<file path="src/rtl/ras_ckpt.sv">
// Checkpointed return-address stack: circular stack plus NUM_CKPT snapshots
// of {ptr, count, top} ordered by an age matrix for mispredict recovery.
module ras_ckpt #(
    parameter int unsigned DEPTH    = 16,
    parameter int unsigned ADDR_W   = 32,
    parameter int unsigned NUM_CKPT = 4
) (
    input  logic                          clk,
    input  logic                          rst,
    input  logic                          push,
    input  logic                          pop,
    input  logic [ADDR_W-1:0]             push_addr,
    output logic [ADDR_W-1:0]             top_addr,
    output logic                          top_valid,
    output logic [$clog2(DEPTH):0]        count,
    input  logic                          ckpt_alloc,
    output logic [$clog2(NUM_CKPT)-1:0]   ckpt_tag,
    output logic                          ckpt_full,
    input  logic                          ckpt_free,
    input  logic [$clog2(NUM_CKPT)-1:0]   ckpt_free_tag,
    input  logic                          restore,
    input  logic [$clog2(NUM_CKPT)-1:0]   restore_tag
);
    localparam int unsigned PTR_W = $clog2(DEPTH);
    localparam int unsigned TAG_W = $clog2(NUM_CKPT);
    localparam int unsigned CNT_W = PTR_W + 1;

    logic [ADDR_W-1:0] entry_q [DEPTH];
    logic [PTR_W-1:0]  ptr_q, ptr_d, ptr_m1;
    logic [CNT_W-1:0]  cnt_q, cnt_d;

    logic [NUM_CKPT-1:0]                valid_q, valid_d;
    // age_q[i][j] set means slot i was allocated after slot j
    logic [NUM_CKPT-1:0][NUM_CKPT-1:0]  age_q, age_d;
    logic [PTR_W-1:0]  ck_ptr_q [NUM_CKPT];
    logic [CNT_W-1:0]  ck_cnt_q [NUM_CKPT];
    logic [ADDR_W-1:0] ck_top_q [NUM_CKPT];

    logic              wr_en;
    logic [PTR_W-1:0]  wr_idx;
    logic [ADDR_W-1:0] wr_data;
    logic              do_restore, do_alloc;

    assign ptr_m1 = ptr_q - PTR_W'(1);

    // Outputs are decoded purely from registered state
    always_comb begin
        top_valid = (cnt_q != '0);
        top_addr  = top_valid ? entry_q[ptr_m1] : '0;
        count     = cnt_q;
        ckpt_full = &valid_q;
        ckpt_tag  = '0;
        for (int k = NUM_CKPT - 1; k >= 0; k--) begin
            if (!valid_q[k]) ckpt_tag = TAG_W'(k);
        end
    end

    assign do_restore = restore && valid_q[restore_tag];
    assign do_alloc   = !restore && ckpt_alloc && !ckpt_full;

    // Stack pointer/count next state and the single entry write port
    always_comb begin
        ptr_d   = ptr_q;
        cnt_d   = cnt_q;
        wr_en   = 1'b0;
        wr_idx  = ptr_q;
        wr_data = push_addr;
        if (do_restore) begin
            ptr_d   = ck_ptr_q[restore_tag];
            cnt_d   = ck_cnt_q[restore_tag];
            wr_en   = 1'b1;
            wr_idx  = ck_ptr_q[restore_tag] - PTR_W'(1);
            wr_data = ck_top_q[restore_tag];
        end else if (!restore) begin
            if (push && pop && cnt_q != '0) begin
                wr_en  = 1'b1;
                wr_idx = ptr_m1;
            end else if (push) begin
                wr_en = 1'b1;
                ptr_d = ptr_q + PTR_W'(1);
                if (cnt_q != CNT_W'(DEPTH)) cnt_d = cnt_q + CNT_W'(1);
            end else if (pop && cnt_q != '0) begin
                ptr_d = ptr_m1;
                cnt_d = cnt_q - CNT_W'(1);
            end
        end
    end

    // Checkpoint valid bits and age matrix: squash, free, allocate, then scrub
    always_comb begin
        valid_d = valid_q;
        age_d   = age_q;
        if (do_restore) begin
            for (int k = 0; k < NUM_CKPT; k++) begin
                if (k == int'(restore_tag) || age_q[k][restore_tag]) valid_d[k] = 1'b0;
            end
        end
        if (ckpt_free) valid_d[ckpt_free_tag] = 1'b0;
        if (do_alloc) begin
            valid_d[ckpt_tag] = 1'b1;
            age_d[ckpt_tag]   = valid_q;
        end
        for (int k = 0; k < NUM_CKPT; k++) begin
            if (!valid_d[k]) begin
                age_d[k] = '0;
                for (int j = 0; j < NUM_CKPT; j++) age_d[j][k] = 1'b0;
            end
        end
    end

    // Control state register with synchronous reset
    always_ff @(posedge clk) begin
        if (rst) begin
            ptr_q   <= '0;
            cnt_q   <= '0;
            valid_q <= '0;
            age_q   <= '0;
        end else begin
            ptr_q   <= ptr_d;
            cnt_q   <= cnt_d;
            valid_q <= valid_d;
            age_q   <= age_d;
        end
    end

    // Stack entries and checkpoint payloads carry no reset
    always_ff @(posedge clk) begin
        if (!rst && wr_en) entry_q[wr_idx] <= wr_data;
        if (!rst && do_alloc) begin
            ck_ptr_q[ckpt_tag] <= ptr_q;
            ck_cnt_q[ckpt_tag] <= cnt_q;
            ck_top_q[ckpt_tag] <= top_addr;
        end
    end
endmodule

</file>
<file path="config.mk">
export PLATFORM = sky130hd
export DESIGN_NAME = ras_ckpt
export DESIGN_NICKNAME = d
export VERILOG_FILES = /design/src/rtl/ras_ckpt.sv
export SDC_FILE = /design/constraint.sdc
export NUM_CORES = 1
export LEC_CHECK = 0
export BUFFER_PORTS_ARGS = -buffer_cell sky130_fd_sc_hd__buf_2
export CAP_MARGIN = 20
export CORE_MARGIN = 2
export CORE_UTILIZATION = 35
export CTS_BUF_LIST = sky130_fd_sc_hd__clkbuf_2 sky130_fd_sc_hd__clkbuf_4 sky130_fd_sc_hd__clkbuf_8
export CTS_CLUSTER_SIZE = 28
export DETAILED_ROUTE_END_ITERATION = 8
export GPL_TIMING_DRIVEN = 0
export PLACE_DENSITY = 0.56
export SLEW_MARGIN = 20
export SYNTH_ARGS = -nofsm -noshare
export SYNTH_HDL_FRONTEND = slang
export SYNTH_SLANG_ARGS = --single-unit
</file>
<file path="constraint.sdc">
create_clock -name clk -period 5.9 [get_ports clk]
set_input_delay 1.18 -clock clk [delete_from_list [all_inputs] [get_ports clk]]
set_output_delay 1.18 -clock clk [all_outputs]
set_load 0.01 [all_outputs]
</file>
* Word level (Yosys, flattened, before mapping) *
Memories as Yosys holds them, arrays and structs flattened.
Cells that the tools add are included.

operators by class
  $add $sub $neg = 5
  $lt $le $gt $ge = 5
  equality and inequality tests = 7
  muxes and demuxes = 52
  bitwise gates (word level) = 7
  reduce and logical (&&, ||, !) cells = 33

operators with widths
  cell                                                        number
  two-way mux 32 bit                                          2
  two-way mux 4 bit                                           12
  two-way mux 5 bit                                           6
  two-way mux 1 bit                                           19
  OR reduction 3 bit                                          6
  bitwise mux 16 bit                                          1
  binary-select mux 1 bit (select 2 bit)                      5
  logical AND 1 bit                                           10
  less-than comparator 2 x 3 -> 1 bit, second input constant  3
  demux 4 bit (select 2 bit)                                  1
  two-way mux 2 bit                                           4
  AND reduction 4 bit                                         2
  OR reduction 2 bit                                          4
  subtractor 4 x 1 -> 4 bit, second input constant            2
  adder 5 x 1 -> 5 bit, second input constant                 1
  != test 5 bit, second input constant                        1
  nonzero test 5 bit                                          1
  subtractor 5 x 1 -> 5 bit, second input constant            1
  adder 4 x 1 -> 4 bit, second input constant                 1
  AND 4 bit                                                   1
  demux 1 bit (select 2 bit)                                  2
  equality test 2 bit, first input constant                   2
  >= comparator 2 x 1 -> 1 bit, second input constant         2
  logical OR 1 bit                                            4
  other kinds (11)                                            16

word-level totals
  register bits after elaboration = 29
  memory bits (writable) = 676
  input port bits = 43
  output and inout port bits = 41
  word-level logic and storage cells = 132
  memories kept = 4

memories
  name      words  width  rd ports  clocked after Yosys merged registers in  wr ports  RTL line  source
  entry_q   16     32     1         0                                        1         28        logic [ADDR_W-1:0] entry_q [DEPTH];
  ck_top_q  4      32     1         0                                        1         37        logic [ADDR_W-1:0] ck_top_q [NUM_CKPT];
  ck_cnt_q  4      5      1         0                                        1         36        logic [CNT_W-1:0] ck_cnt_q [NUM_CKPT];
  ck_ptr_q  4      4      1         0                                        1         35        logic [PTR_W-1:0] ck_ptr_q [NUM_CKPT];

* Depth between registers and ports, before layout *
  depth in word-level cells = 12
  mapped depth = 11
  depth with buffers taken out = 7

* Worst setup path after synthesis *
Ideal clock, no wire load.

  path kind = input port to flip-flop
  from = input port restore
  to = register age_q[11] (netlist name)
  library setup time = 0.094 ns
  arrival time = 5.295 ns
  data required time = 5.806 ns
  setup slack = 0.511 ns
  stages = 5
  path buffers = 0
  path through = nand2b_1 -> or2_2 -> nor3_1 -> a21oi_1 -> nor3_1

between the ends
  word-level cells in the longest chain between the ends = 8
  elaborated cells between the ends (all ways) = 12
  classes of those cells = mux: 3; bitwise: 4; reduce/logical: 5

ends and longest elaborated chain
  element                       RTL line  source
  from (decl)                   21        input logic restore,
  logical AND 1 bit             58        assign do_restore = restore && valid_q[restore_tag];
  two-way mux 4 bit             93        if (do_restore) begin
  AND 4 bit (no line)           --
  two-way mux 4 bit             98        if (ckpt_free) valid_d[ckpt_free_tag] = 1'b0;
  OR 4 bit (no line)            --
  two-way mux 4 bit             99        if (do_alloc) begin
  inverter 1 bit (no line)      --
  OR reduction 3 bit (no line)  --
  to (signal assigned)          122       age_q <= age_d;
  to (decl)                     34        logic [NUM_CKPT-1:0][NUM_CKPT-1:0] age_q, age_d;

Several ways; a longest one is shown, not always the timed one.
A chain may end at the register's enable or synchronous reset.

* Worst setup path in the final report *
  from = register ptr_q[0]
  to = output port top_addr[12]

between the ends
  word-level cells in the longest chain between the ends = 3

ends and longest elaborated chain
  element                    RTL line  source
  from (decl)                29        logic [PTR_W-1:0] ptr_q, ptr_d, ptr_m1;
  from (signal assigned)     119       ptr_q <= ptr_d;
  subtractor 4 x 1 -> 4 bit  44        assign ptr_m1 = ptr_q - PTR_W'(1);
  memory read (16 x 32 bit)  --
  two-way mux 32 bit         49        top_addr = top_valid ? entry_q[ptr_m1] : '0;
  to (decl)                  13        output logic [ADDR_W-1:0] top_addr,

Every way passes these cells.

==> flow_metrics.tcl <==
set metrics [dict create \
    synth.yosys.seq_area_share 0.749 \
    grt_setup_unrepaired "false" \
    cts.root.buffer_cell "clkbuf_8" \
    worstReg2RegEnd "entry_q[1][22]" \
    hold_path_end "age_q[13]" \
    critical_path_class "reg2out" \
    synth_enable_flop_cells 676 \
    grt_antenna_before_repair 1 \
    place.detailed.hpwl_mm 45.5 \
    mapped_cell_area_mm2 0.0278 \
    maximum_number_of_buffers_from_clock_root_to_sink 3 \
    synth.lib_cells_used.distinct 62 \
    reg2regPathDepth 13 \
    clk-insertion-delay-late_ns 0.73 \
    final_nets 1685 \
    min-delay-start "age_q[13]" \
    min_path_cells 2 \
    critical_path_at_ns 4.53 \
    synth_warnings 0 \
    highest-signal-layer "met4" \
    finalWorstPathRequiredPeriod_ns 5.71 \
    wirelength_met1_mm 29.5 \
    synth_top_area_frac 0.731 \
    grt_usage 0.167 \
    postRouteAntennaNets 0 \
    avgSynthCellArea_um2 20.1 \
    setup-tns-final_ns 0 \
    place.port_buffers 82 \
    most_frequent_standard_cell_in_the_layout_excluding_fill_and_tap_cells "edfxtp_1" \
    dieWidth_um 286 \
    worstReg2RegStart "ptr_q[0]" \
    regToRegSetupSlack_ns 0.72 \
    vias_per_cell 5.14 \
    routed_wl_mm 67.6 \
    end_kind "primary output" \
    data_required_time_at_the_worst_endpoint_ns 4.72 \
    status "finished clean" \
    floorplan.die.height_um 286 \
    vias_in_the_first_global_route 15300 \
    full_die_area_mm2 0.0816 \
    first_pass_grt_wire_length_mm 100 \
    irDropWorstVdd_v 0.000162 \
    max_cap_violations 0 \
    yosys_register_bits 701 \
    grt_start_max_net_pins 18 \
    dr.first_iter.drc_count 1112 \
    final_cells 2768 \
    ys_top_cells_by_area "edfxtp_1 (73%), mux4_2 (14%), a211oi_1 (2.1%), dfxtp_1 (1.8%), mux2i_1 (1.5%)" \
    post_route_cells_drive_above_1_share 0.356 \
    number_of_cts_inserted_buffers 111 \
    htreeDepth 3 \
    crit_slowest_cell "ha_1" \
    max_slew_violations 0 \
    hold_ws_ns 0.487 \
    cellLeakagePower_nw 10.7 \
    synthFlopType "edfxtp_1" \
    report.final.setup_viol 0 \
    netlist.top_cell.by_area "edfxtp_1" \
    drt_first_pass_iters 5 \
    detail_route.wl_per_cell_um 24.4 \
    rows 103 \
    period_share 0.968 \
    post_place_cells 2573 \
    skew_ns 0.0653 \
    cts.sink_count 701 \
    hold_path.class "reg2reg" \
    dr_total_vias 14200 \
    final_hold_viol_count 0 \
    met3_length_mm 3.14 \
    start_kind "register" \
    route.met2.wl_mm 33.3 \
    largest_stage_delay_on_the_critical_path_ns 0.45 \
    top_level_ports 84 \
    synthesis.instances 1380 \
    relSlewSlack 0.274 \
    drc_violations 0 \
    clock_input_transition_at_the_sequential_cells_of_the_worst_setup_and_hold_paths_ns 0.07 \
    critical_path_peak_fanout 10 \
    final_cell_mix "edfxtp_1 (676), mux4_2 (170), clkbuf_8 (122), buf_2 (115), nand2_1 (106)" \
    replace_congestion 0.774 \
    num-fill-cells 6865 \
    synthArstFlopShare 0 \
    crit_chain "buf_2, buf_2, buf_4, inv_1, ha_1, buf_4, buf_4, clkbuf_4, mux4_2, mux2i_1, a211oi_2, buf_2" \
    synth.net_count 1430 \
    maxClockFrequency_mhz 175 \
    power_density_over_the_cells_mw_per_mm2 375 \
    overflow_after_grt 0 \
    clock_tree_from_tritoncts "built" \
    area_delta_synth_final_pct 19.0 \
    fin_util 0.420 \
    floorplan.initialDensity 0.353 \
    placeableCoreArea_mm2 0.0787 \
    tightest_slew_ns 1.09 \
]
==> timing repair <==
item | 4_1_cts | 5_1_grt
gates resized for setup | 54 | 10
buffers inserted | 0 | 0
setup endpoints to repair | 45 | 17
hold buffers | 0 | 0
pin swaps | 5 | 3
==> cells by family (layout without fill, tap and decap cells) <==
family / count (synthesis) / in the layout / synth area share
adders and majority gates: 7 / 7 / 0.00342
xor gates and xnor gates: 13 / 13 / 0.00477
AOI/OAI and AO/OA: 137 / 137 / 0.0365
buffers and inverters: 95 / 431 / 0.0161
other: 0 / 2 / 0
DFF: 701 / 701 / 0.749
and+or+nand+nor: 212 / 212 / 0.0364
muxes: 215 / 215 / 0.154
==> cell usage after synthesis (4+ instances only) <==
cell,number
nand2_1,106
xor2_1,6
dfxtp_1,25
clkbuf_1,29
nor3_1,17
nor2b_1,34
xnor2_1,6
nor2_1,24
mux4_2,170
buf_2,33
inv_1,16
o21ai_0,6
buf_6,6
ha_1,6
buf_1,10
o211ai_1,7
mux2i_1,43
edfxtp_1,676
a21oi_1,19
nand2b_1,4
a211oi_1,78
==> where the power goes <==
part	switching [W]	internal [W]	leakage (nW)
sequential	0.0000440	0.00577	6.32
clock	0.00184	0.00217	1.15
combinational	0.00162	0.000945	3.26
total	0.00351	0.00888	10.7
==> worst max-delay path by stage <==
| stage | startpoint | to | slack (ns) | depth (start not counted) |
|---|---|---|---|---|
| 2_1_floorplan | restore | age_q[11] | 0.51 | 5 |
| 3_3_place_gp | restore | age_q[13] | -3.90 | 6 |
| 3_5_place_dp | ptr_q[0] | top_addr[15] | -0.22 | 12 |
| 4_1_cts | ptr_q[0] | top_addr[23] | 0.05 | 11 |
| 5_1_grt | ptr_q[0] | top_addr[21] | 0.003 | 12 |
| 6_report | ptr_q[0] | top_addr[12] | 0.19 | 12 |
==> worst max-delay path: cells and delay by family, from the launching register on <==
kind	cells	cell delay, ns
DFF	1	0.44
muxes	2	0.31
adders and majority gates	1	0.45
AOI/OAI and AO/OA	1	0.44
buffers and inverters	8	2.11
==> area by class of cell <==
class / count / area, um2 / area share
Timing Repair Buffer: 143 / 1370 / 0.0414
Multi-Input combinational cell: 584 / 6930 / 0.210
Clock inverter: 33 / 179 / 0.00541
Inverter: 16 / 60.1 / 0.00182
Tap cell: 1050 / 1310 / 0.0397
Clock buffer: 161 / 1970 / 0.0597
Antenna cell: 2 / 5.00 / 0.000151
Buffer: 78 / 424 / 0.0128
Sequential cell: 701 / 20800 / 0.629
==> sequential cells by signal, indices dropped and copies added, names as in the netlist <==
| register | count |
|---|---|
| age_q | 12 |
| valid_q | 4 |
| ck_ptr_q | 16 |
| entry_q | 512 |
| count | 5 |
| ck_top_q | 128 |
| ptr_q | 4 |
| ck_cnt_q | 20 |
==> through the flow <==
stage	instance area, um2	power [W]	setup slack (ns)
3_5_place_dp	30700	0.00839	-0.217
3_3_place_gp	29500	0.00829	-3.90
6_report	33100	0.0124	0.186
4_1_cts	33000	0.0125	0.0467
2_1_floorplan	27800	0.00740	0.511
5_1_grt	33000	0.0129	0.00307
==> routing by layer <==
layer,track usage,vias up
met4,0.0560,0
met3,0.0298,108
met5,0,-
met2,0.280,373
met1,0.222,7558
li1,-,6201
(Power assumes the default switching activity.)
